[src/rtl/lcd_pkg.sv]
// Shared types and constants for the LCD refresh sequencer: FSM states, controller register map,
// and the DDRAM set-address command encoding.
package lcd_pkg;

    typedef enum logic [2:0] {
        ST_IDLE,
        ST_CMD,
        ST_CHAR,
        ST_POLL_RD,
        ST_POLL_CHK,
        ST_SETTLE
    } lcd_state_e;

    localparam logic [5:0] LCD_REG_CTRL   = 6'h20;
    localparam logic [5:0] LCD_REG_CMD    = 6'h21;
    localparam logic [7:0] LCD_CMD_DDRAM  = 8'h80;
    localparam logic [7:0] LCD_ROW_STRIDE = 8'h40;
    localparam int         LCD_BUSY_HI    = 9;
    localparam int         LCD_BUSY_LO    = 8;

    function automatic logic [7:0] ddram_base(input logic [7:0] row);
        return LCD_CMD_DDRAM | 8'(row * LCD_ROW_STRIDE);
    endfunction

endpackage

[src/rtl/lcd_shadow_ram.sv]
// Shadow character store: CPU read/write port plus a read-only sequencer port, both with
// one-cycle registered read latency. Contents are deliberately not reset.
module lcd_shadow_ram #(
    parameter int DEPTH = 32,
    parameter int AW    = $clog2(DEPTH)
) (
    input  logic          i_clk,
    input  logic          i_cpu_we,
    input  logic [AW-1:0] i_cpu_addr,
    input  logic [7:0]    i_cpu_wdat,
    output logic [7:0]    o_cpu_rdat,
    input  logic [AW-1:0] i_seq_addr,
    output logic [7:0]    o_seq_rdat
);

    logic [7:0] r_mem [DEPTH];

    always_ff @(posedge i_clk) begin
        if (i_cpu_we) begin
            r_mem[i_cpu_addr] <= i_cpu_wdat;
        end
        o_cpu_rdat <= r_mem[i_cpu_addr];
        o_seq_rdat <= r_mem[i_seq_addr];
    end

endmodule

[src/rtl/lcd_refresh.sv]
// Shadow text buffer + refresh sequencer streaming rows to the LCD controller; CPU never stalls, request->first
// lcd_write 2 clocks, controller busy polled every 2 clocks. LCD_AUTO_REFRESH_EN: RAM writes also request a pass.
module lcd_refresh
    import lcd_pkg::*;
#(
    parameter int COLS          = 16,
    parameter int ROWS          = 2,
    parameter int SETTLE_CYCLES = 2000
) (
    input  logic        i_clk,
    input  logic        i_rst,
    input  logic        i_read,
    input  logic        i_write,
    input  logic [5:0]  i_address,
    input  logic [31:0] i_writedata,
    input  logic [3:0]  i_be,
    output logic [31:0] o_readdata,
    output logic        o_lcd_read,
    output logic        o_lcd_write,
    output logic [5:0]  o_lcd_address,
    output logic [31:0] o_lcd_writedata,
    input  logic [31:0] i_lcd_readdata
);

    localparam int DEPTH = COLS * ROWS;
    localparam int PW    = $clog2(DEPTH);
    localparam int CB    = $clog2(COLS);
    localparam int CW    = $clog2(SETTLE_CYCLES) + 1;

    lcd_state_e    r_state, w_state_nxt;
    logic [PW-1:0] r_pos, w_pos_nxt;
    logic [CW-1:0] r_cnt;
    logic          r_last_cmd, r_dirty, r_pending;
    logic [5:0]    r_lcd_address, w_lcd_address;
    logic [7:0]    r_lcd_wdat, w_lcd_wdat;
    logic          r_rd_ram, r_rd_ctrl;
    logic [2:0]    r_rd_stat;
    logic [7:0]    w_cpu_rdat, w_seq_rdat;
    logic          w_in_ram, w_ram_we, w_ctl_req, w_req, w_start;
    logic          w_unused;

    assign w_in_ram  = i_address < 6'(DEPTH);
    assign w_ram_we  = i_write && w_in_ram && i_be[0];
    assign w_ctl_req = i_write && (i_address == LCD_REG_CTRL) && i_writedata[0];
`ifdef LCD_AUTO_REFRESH_EN
    assign w_req     = w_ctl_req || w_ram_we;
`else
    assign w_req     = w_ctl_req;
`endif
    assign w_start   = (r_state == ST_IDLE) && r_pending;
    assign w_unused  = ^{i_be[3:1], i_writedata[31:8], i_lcd_readdata[31:10], i_lcd_readdata[7:0]};

    // Sequencer port is addressed with next-cycle pos so ram[pos] is already prefetched on entry to CHAR.
    lcd_shadow_ram #(.DEPTH(DEPTH)) u_ram (
        .i_clk      (i_clk),
        .i_cpu_we   (w_ram_we),
        .i_cpu_addr (i_address[PW-1:0]),
        .i_cpu_wdat (i_writedata[7:0]),
        .o_cpu_rdat (w_cpu_rdat),
        .i_seq_addr (w_pos_nxt),
        .o_seq_rdat (w_seq_rdat)
    );

    always_comb begin
        w_state_nxt = r_state;
        w_pos_nxt   = r_pos;
        case (r_state)
            ST_IDLE: begin
                if (r_pending) begin
                    w_state_nxt = ST_CMD;
                    w_pos_nxt   = '0;
                end
            end
            ST_CMD, ST_CHAR: w_state_nxt = ST_POLL_RD;
            ST_POLL_RD:      w_state_nxt = ST_POLL_CHK;
            ST_POLL_CHK: begin
                w_state_nxt = (i_lcd_readdata[LCD_BUSY_HI:LCD_BUSY_LO] != 2'b00) ? ST_POLL_RD : ST_SETTLE;
            end
            ST_SETTLE: begin
                if (r_cnt == CW'(SETTLE_CYCLES - 1)) begin
                    if (r_last_cmd) begin
                        w_state_nxt = ST_CHAR;
                    end else if (r_pos == PW'(DEPTH - 1)) begin
                        w_state_nxt = ST_IDLE;
                    end else begin
                        w_pos_nxt   = r_pos + PW'(1);
                        w_state_nxt = (r_pos[CB-1:0] == '1) ? ST_CMD : ST_CHAR;
                    end
                end
            end
            default: w_state_nxt = ST_IDLE;
        endcase
    end

    // Address/data are live during a strobe and otherwise hold the last strobed values.
    always_comb begin
        w_lcd_address = r_lcd_address;
        w_lcd_wdat    = r_lcd_wdat;
        case (r_state)
            ST_CMD: begin
                w_lcd_address = LCD_REG_CMD;
                w_lcd_wdat    = ddram_base(8'(r_pos[PW-1:CB]));
            end
            ST_CHAR: begin
                w_lcd_address = 6'(r_pos);
                w_lcd_wdat    = w_seq_rdat;
            end
            ST_POLL_RD: w_lcd_address = LCD_REG_CTRL;
            default: ;
        endcase
    end

    assign o_lcd_write     = (r_state == ST_CMD) || (r_state == ST_CHAR);
    assign o_lcd_read      = (r_state == ST_POLL_RD);
    assign o_lcd_address   = w_lcd_address;
    assign o_lcd_writedata = {24'h0, w_lcd_wdat};
    assign o_readdata      = r_rd_ram  ? {24'h0, w_cpu_rdat} :
                             r_rd_ctrl ? {29'h0, r_rd_stat}  : 32'h0;

    always_ff @(posedge i_clk) begin
        if (i_rst) begin
            r_state       <= ST_IDLE;
            r_pos         <= '0;
            r_cnt         <= '0;
            r_last_cmd    <= 1'b0;
            r_dirty       <= 1'b0;
            r_pending     <= 1'b0;
            r_lcd_address <= '0;
            r_lcd_wdat    <= '0;
            r_rd_ram      <= 1'b0;
            r_rd_ctrl     <= 1'b0;
            r_rd_stat     <= '0;
        end else begin
            r_state <= w_state_nxt;
            r_pos   <= w_pos_nxt;
            r_cnt   <= (r_state == ST_SETTLE) ? r_cnt + CW'(1) : '0;
            if (r_state == ST_CMD) begin
                r_last_cmd <= 1'b1;
            end else if (r_state == ST_CHAR) begin
                r_last_cmd <= 1'b0;
            end
            if (o_lcd_write || o_lcd_read) begin
                r_lcd_address <= w_lcd_address;
                r_lcd_wdat    <= w_lcd_wdat;
            end
            // A new request or edit landing on the start cycle wins, so it is served by a later pass.
            r_pending <= w_req    || (r_pending && !w_start);
            r_dirty   <= w_ram_we || (r_dirty   && !w_start);
            r_rd_ram  <= i_read && w_in_ram;
            r_rd_ctrl <= i_read && (i_address == LCD_REG_CTRL);
            if (i_read) begin
                r_rd_stat <= {r_dirty, r_pending, r_state != ST_IDLE};
            end
        end
    end

endmodule
[config.mk]
export PLATFORM = sky130hd
export DESIGN_NAME = lcd_refresh
export DESIGN_NICKNAME = d
export VERILOG_FILES = /design/src/rtl/lcd_pkg.sv /design/src/rtl/lcd_shadow_ram.sv /design/src/rtl/lcd_refresh.sv
export SDC_FILE = /design/constraint.sdc
export NUM_CORES = 1
export LEC_CHECK = 0
export BUFFER_PORTS_ARGS = -buffer_cell sky130_fd_sc_hd__buf_2
export CORE_MARGIN = 3
export CORE_UTILIZATION = 35
export DETAILED_ROUTE_END_ITERATION = 12
export GPL_TIMING_DRIVEN = 0
export PLACE_DENSITY = 0.57
export SYNTH_ARGS = -nofsm -noshare
export SYNTH_HDL_FRONTEND = slang
export SYNTH_SLANG_ARGS = --single-unit
[constraint.sdc]
create_clock -name i_clk -period 5.35 [get_ports i_clk]
set_input_delay 1.07 -clock i_clk [delete_from_list [all_inputs] [get_ports i_clk]]
set_output_delay 1.07 -clock i_clk [all_outputs]
set_load 0.05 [all_outputs]
=== Word-level counts from Yosys, hierarchy flattened ===
Memories as Yosys holds them, arrays and structs flattened. A register that Yosys moved wholly into a read port is not among the register bits.
Index checks and enable logic that the tools add are counted.

* Output and inout port bits: 72
* Register bits after elaboration: 42
* Bits in latches: 0
* Bits in read-only memories: 0
* Memories kept: 1
* RAM bits: 256

* Bitwise gates (word level): 1
* Add/sub/neg operators: 2
* Div/mod/pow operators: 0
* Order comparisons: 1
* Shift-type cells: 0
* Reductions and logical operators: 21
* Mux-type cells: 20
* Multiply operators: 0
* Eq/ne operators: 11

{| class="wikitable"
|+ Memories
! name !! words !! bits a word !! rd ports !! clocked after memory_dff !! write ports !! line !! RTL
|-
| u_ram.r_mem || 32 || 8 || 2 || 2 || 1 || lcd_shadow_ram.sv:16 || <nowiki>logic [7:0] r_mem [DEPTH];</nowiki>
|}

{| class="wikitable"
|+ Operators by type and width
! kind !! number
|-
| 5-bit 2-to-1 mux || 4
|-
| 6-bit case mux with 3 select lines || 1
|-
| 8-bit case mux with 2 select lines || 1
|-
| 3-bit case mux with 5 select lines || 1
|-
| 12-bit by 1-bit adder with 12-bit output, second input constant || 1
|-
| 12-bit by 11-bit equality test with 1-bit output, second input constant || 1
|-
| 3-bit 2-to-1 mux || 4
|-
| 5-bit case mux with 2 select lines || 1
|-
| 1-bit logical AND || 9
|-
| 8-bit 2-to-1 mux || 1
|-
| 3-bit by 2-bit equality test with 1-bit output, second input constant || 2
|-
| 3-bit equality test, second input constant || 2
|-
| 6-bit equality test, second input constant || 1
|-
| 6-bit < comparator, second input constant || 1
|-
| 2-bit 2-to-1 mux || 3
|-
| 5-bit by 1-bit adder with 5-bit output, second input constant || 1
|-
| 5-bit equality test, second input constant || 1
|-
| 4-bit equality test, second input constant || 1
|-
| 1-bit logical OR || 4
|-
| 1-bit 2-to-1 mux || 4
|-
| 2-bit inequality test, second input constant || 2
|-
| 2-bit nonzero test || 2
|-
| 2-bit OR reduction || 2
|-
| 3-bit by 1-bit equality test with 1-bit output, second input constant || 1
|-
| other kinds (5) || 5
|}

=== Depth between registers and ports, before layout ===
* Depth in word-level cells: 6
* Depth in mapped cells: 11
* Depth with buffers taken out: 9

=== Hierarchy ===
From an unflattened synthesis, not the netlist that was laid out.

* Cells, all modules: 887
* Area, all modules: 14,644.0 µm²

{| class="wikitable"
|+ Modules (own cells, without submodules)
! module !! seq. area each (µm²) !! cells an instance !! area an instance (µm²) !! instances
|-
| lcd_shadow_ram || 8,007.7 || 559 || 12,095.4 || 1
|-
| lcd_refresh || 840.8 || 328 || 2,548.7 || 1
|}

=== Worst setup path after synthesis ===
OpenSTA, ideal clock, no wires.

* Path type: reg-to-output
* From: register r_state[2]
* To: output port o_lcd_address[1]
* Slack: 2.153 ns
* Required time: 4.280 ns
* Arrival time: 2.127 ns
* Cell stages (with the launch flop): 5
* Cells stage by stage: dfxtp_1 -> clkbuf_1 -> nor2_1 -> a22oi_1 -> o21ai_0

* Word-level cells in the longest chain between the ends: 2
* Elaborated cells between the ends (all ways): 4
* Those cells by class: eq/ne (3); mux (1)

{| class="wikitable"
|+ RTL lines
! what !! line !! RTL
|-
| start: declaration || lcd_refresh.sv:30 || <nowiki>lcd_state_e r_state, w_state_nxt;</nowiki>
|-
| start signal: assignment || lcd_refresh.sv:134 || <nowiki>r_state <= w_state_nxt;</nowiki>
|-
| 3-bit by 2-bit equality test with 1-bit output / 3-bit by 1-bit equality test with 1-bit output (equally long branches) || lcd_refresh.sv:99 || <nowiki>case (r_state)</nowiki>
|-
| 6-bit case mux with 3 select lines (*) || lcd_refresh.sv:99 ||
|-
| end: declaration || lcd_refresh.sv:20 || <nowiki>output logic [5:0] o_lcd_address,</nowiki>
|}

Mark *: on every way between the ends. The rest lies on a longest branch, timed or not.

=== Worst setup path in the final report ===
* From: input port i_address[0]
* To: memory u_ram.r_mem[23][0] (enable)

* Word-level cells in the longest chain between the ends: 5

{| class="wikitable"
|+ RTL lines
! what !! line !! RTL
|-
| start: declaration || lcd_refresh.sv:14 || <nowiki>input logic [5:0] i_address,</nowiki>
|-
| 6-bit < comparator || lcd_refresh.sv:42 || <nowiki>assign w_in_ram = i_address < 6'(DEPTH);</nowiki>
|-
| 1-bit logical AND (2 in series) || lcd_refresh.sv:43 || <nowiki>assign w_ram_we = i_write && w_in_ram && i_be[0];</nowiki>
|-
| 1-bit 2-to-1 mux || lcd_shadow_ram.sv:19 || <nowiki>if (i_cpu_we) begin</nowiki>
|-
| 1-bit 2-to-1 mux (implied by the code) || lcd_shadow_ram.sv:20 || <nowiki>r_mem[i_cpu_addr] <= i_cpu_wdat;</nowiki>
|-
| end: declaration || lcd_shadow_ram.sv:16 ||
|}

Parallel ways exist; a longest one is shown, timed or not.

==> flow_metrics.env <==
export IMPL_endpoint_kind="flip-flop"
export IMPL_finalHoldViolations=0
export IMPL_io_buffers=42
export IMPL_syn_inst=1044
export IMPL_cts_made_buffers=36
export IMPL_first_pass_iters=8
export IMPL_die_y_um=212
export IMPL_synth_area_um2=14900
export IMPL_htree_levels=2
export IMPL_setup_slack_ns=1.10
export IMPL_drc=0
export IMPL_mostFrequentLayoutCells="edfxtp_1, nor2_1, mux2i_1, mux4_2, dfxtp_1"
export IMPL_maxCapViolations=1
export IMPL_fin_cells=1729
export IMPL_start_util_pct=36.0
export IMPL_yosysSeqAreaShare_pct=59.3
export IMPL_final_common_cell="edfxtp_1"
export IMPL_via_per_inst=5.76
export IMPL_critPathKind="in2reg"
export IMPL_clk_latency_ns=0.52
export IMPL_wl_um=45600
export IMPL_placed_area_um2=16000
export IMPL_final_setup_tns_ns=0
export IMPL_synth_async_reset_ratio_pct=0
export IMPL_io_pins=150
export IMPL_whs_path_depth=1
export IMPL_period_needed_ns=4.25
export IMPL_rsz0062_at_grt="false"
export IMPL_postLayoutCellArea_um2=17100
export IMPL_yosys_area_top_type="edfxtp_1"
export IMPL_nFillCells=3825
export IMPL_worstHoldStart="r_cnt[0]"
export IMPL_ys_ff_latch=314
export IMPL_cts_hold_buf=0
export IMPL_cts_tree="done"
export IMPL_core_area_um2=41500
export IMPL_areaGrowthSynthToFinish_pct=14.9
export IMPL_drtIter0Drc=1282
export IMPL_cts_root_buf="clkbuf_16"
export IMPL_clock_sinks=314
export IMPL_grt_overflow_total=0
export IMPL_yosys_top_cells_area="edfxtp_1, mux4_2, dfxtp_1, mux2i_1, mux2_2"
export IMPL_crit_path_start_kind="input pin"
export IMPL_fin_nets=1251
export IMPL_power_density_nw_per_um2=334
export IMPL_post_place_ws_ns=0.705
export IMPL_fin_skew_ns=0.0156
export IMPL_routedWlPerCell_um=26.4
export IMPL_core_rowCount=74
export IMPL_dp_hpwl_um=31200
export IMPL_synth_avg_cell_area_um2=14.3
export IMPL_ant_nets=0
export IMPL_gp_congestion=0.896
export IMPL_setup_viol_count_final=0
export IMPL_cts_repair_resized=0
export IMPL_synth_edf_count=256
export IMPL_r2r_start="r_cnt[0]"
export IMPL_hold_ws_ns=0.456
export IMPL_worst_endpoint_arrival_ns=4.38
export IMPL_grt_pass1_wl_um=65900
export IMPL_min_path_type="reg2reg"
export IMPL_register_area_um2=8850
export IMPL_ys_flop_type="edfxtp_1"
export IMPL_layout_drive_gt1_share_pct=24.1
export IMPL_yosys_cell_types_count=61
export IMPL_cts_post_setup_buffers_inserted=0
export IMPL_die_width_um=212
export IMPL_rr_worst_depth=11
export IMPL_critPathLaunch="i_address[0]"
export IMPL_synth_top_cell_area_share_pct=51.5
export IMPL_status="complete, but fails checks"
export IMPL_cts_path_max_buffers=3
export IMPL_antenna_found_initial=3
export IMPL_ir_drop_v=0.000194
export IMPL_grt_pass1_vias=9661
export IMPL_cp_required_ns=5.48
export IMPL_grt_max_degree=34
export IMPL_track_usage_pct=20.0
export IMPL_die_area_um2=45100
export IMPL_dp_cells=1665
export IMPL_fmax_mhz=235
export IMPL_power_leakage_uw=0.00577
export IMPL_crit_path_max_fanout=10
export IMPL_routed_via_count=9958
export IMPL_timing_slew_headroom_pct=0.764
export IMPL_tightest_slew_ns=1.49
export IMPL_multiInputGateArea_um2=5540
export IMPL_maxSlewViolCount=0
export IMPL_yosys_warnings=0
export IMPL_clkTransAtPathRegs_ns=0.06
export IMPL_violations="max-capacitance violations"
export IMPL_period_share_pct=79.5
kinds of logic after synthesis:
family,share of synthesized area [%]
AOI/OAI and AO/OA,7.92
DFF,59.3
buffers and inverters,4.80
and+or+nand+nor,8.11
other,0.0251
muxes,19.1
xor gates and xnor gates,0.587
adders and majority gates,0.168
critical path: stages:
cell      delay, ns
clkbuf_1       0.16
clkbuf_1       0.65
clkbuf_1       0.82
nand3_1        0.69
nor2_1         0.99
where the power goes:
part | switching [µW] | internal [µW] | total (µW) | leakage (µW)
sequential | 17.8 | 2670 | 2690 | 0.00278
combinational | 409 | 160 | 569 | 0.00242
clock | 962 | 1500 | 2460 | 0.000573
total | 1390 | 4340 | 5730 | 0.00577
state kept, by name, indices dropped and copies added, names as in the netlist:
signal            count
u_ram.o_seq_rdat      8
r_lcd_address         6
u_ram.o_cpu_rdat      8
u_ram.r_mem         256
r_rd_ram              1
r_pending             1
r_cnt                12
r_state               3
r_rd_ctrl             1
r_rd_stat             3
r_pos                 5
r_last_cmd            1
r_lcd_wdat            8
r_dirty               1
area by class of cell:
type                            instances  share of cell area [%]
Timing Repair Buffer                   42                    1.23
Tap cell                              532                    3.88
Clock inverter                         18                    1.21
Multi-Input combinational cell        655                    32.3
Sequential cell                       314                    51.6
Buffer                                114                    4.00
Antenna cell                            1                  0.0146
Clock buffer                           45                    5.58
Inverter                                8                   0.175
per-stage QoR:
stage,power [µW],utilization (%)
after floorplan,3140,-
after global placement,3300,38.5
after detailed placement,3300,38.5
after CTS,5740,41.3
after global routing,5900,41.3
final,5730,41.3
final timing paths:
kind	to	slack, ns
worst min-delay path	r_cnt[0]	0.46
worst max-delay path	u_ram.r_mem[23][0]	1.10
worst max register to register	u_ram.o_seq_rdat[2]	1.59
worst min register to register	r_cnt[0]	0.46
cells in the mapped netlist (all sizes together), types with 2 or more instances:
| cell | number |
|---|---|
| edfxtp | 256 |
| buf | 82 |
| nor2 | 75 |
| mux2i | 74 |
| mux4 | 64 |
| dfxtp | 58 |
| mux2 | 56 |
| nand2 | 52 |
| a22oi | 43 |
| clkbuf | 32 |
| o21ai | 30 |
| a21oi | 24 |
| o22ai | 19 |
| nor2b | 18 |
| nand3 | 17 |
| a221o | 16 |
| nand4 | 13 |
| and2 | 11 |
| and4 | 11 |
| o22a | 9 |
| a222oi | 8 |
| inv | 8 |
| o311ai | 8 |
| nor3 | 7 |
| and3 | 6 |
| xor2 | 6 |
| nand2b | 5 |
| or3b | 4 |
| xnor2 | 4 |
| nand3b | 3 |
| a31oi | 2 |
| and4b | 2 |
| ha | 2 |
| nor3b | 2 |
| nor4 | 2 |
| or2 | 2 |
| or3 | 2 |
metal layers:
layer,up-vias,share of wire (%),track usage (%)
met3,128,10,4.50
met4,4,4.4,7.78
met5,-,0.068,0
met2,598,44,30.2
li1,4286,-,-
met1,4942,42,28.3
No activity file was read; power rests on OpenSTA's default activity.
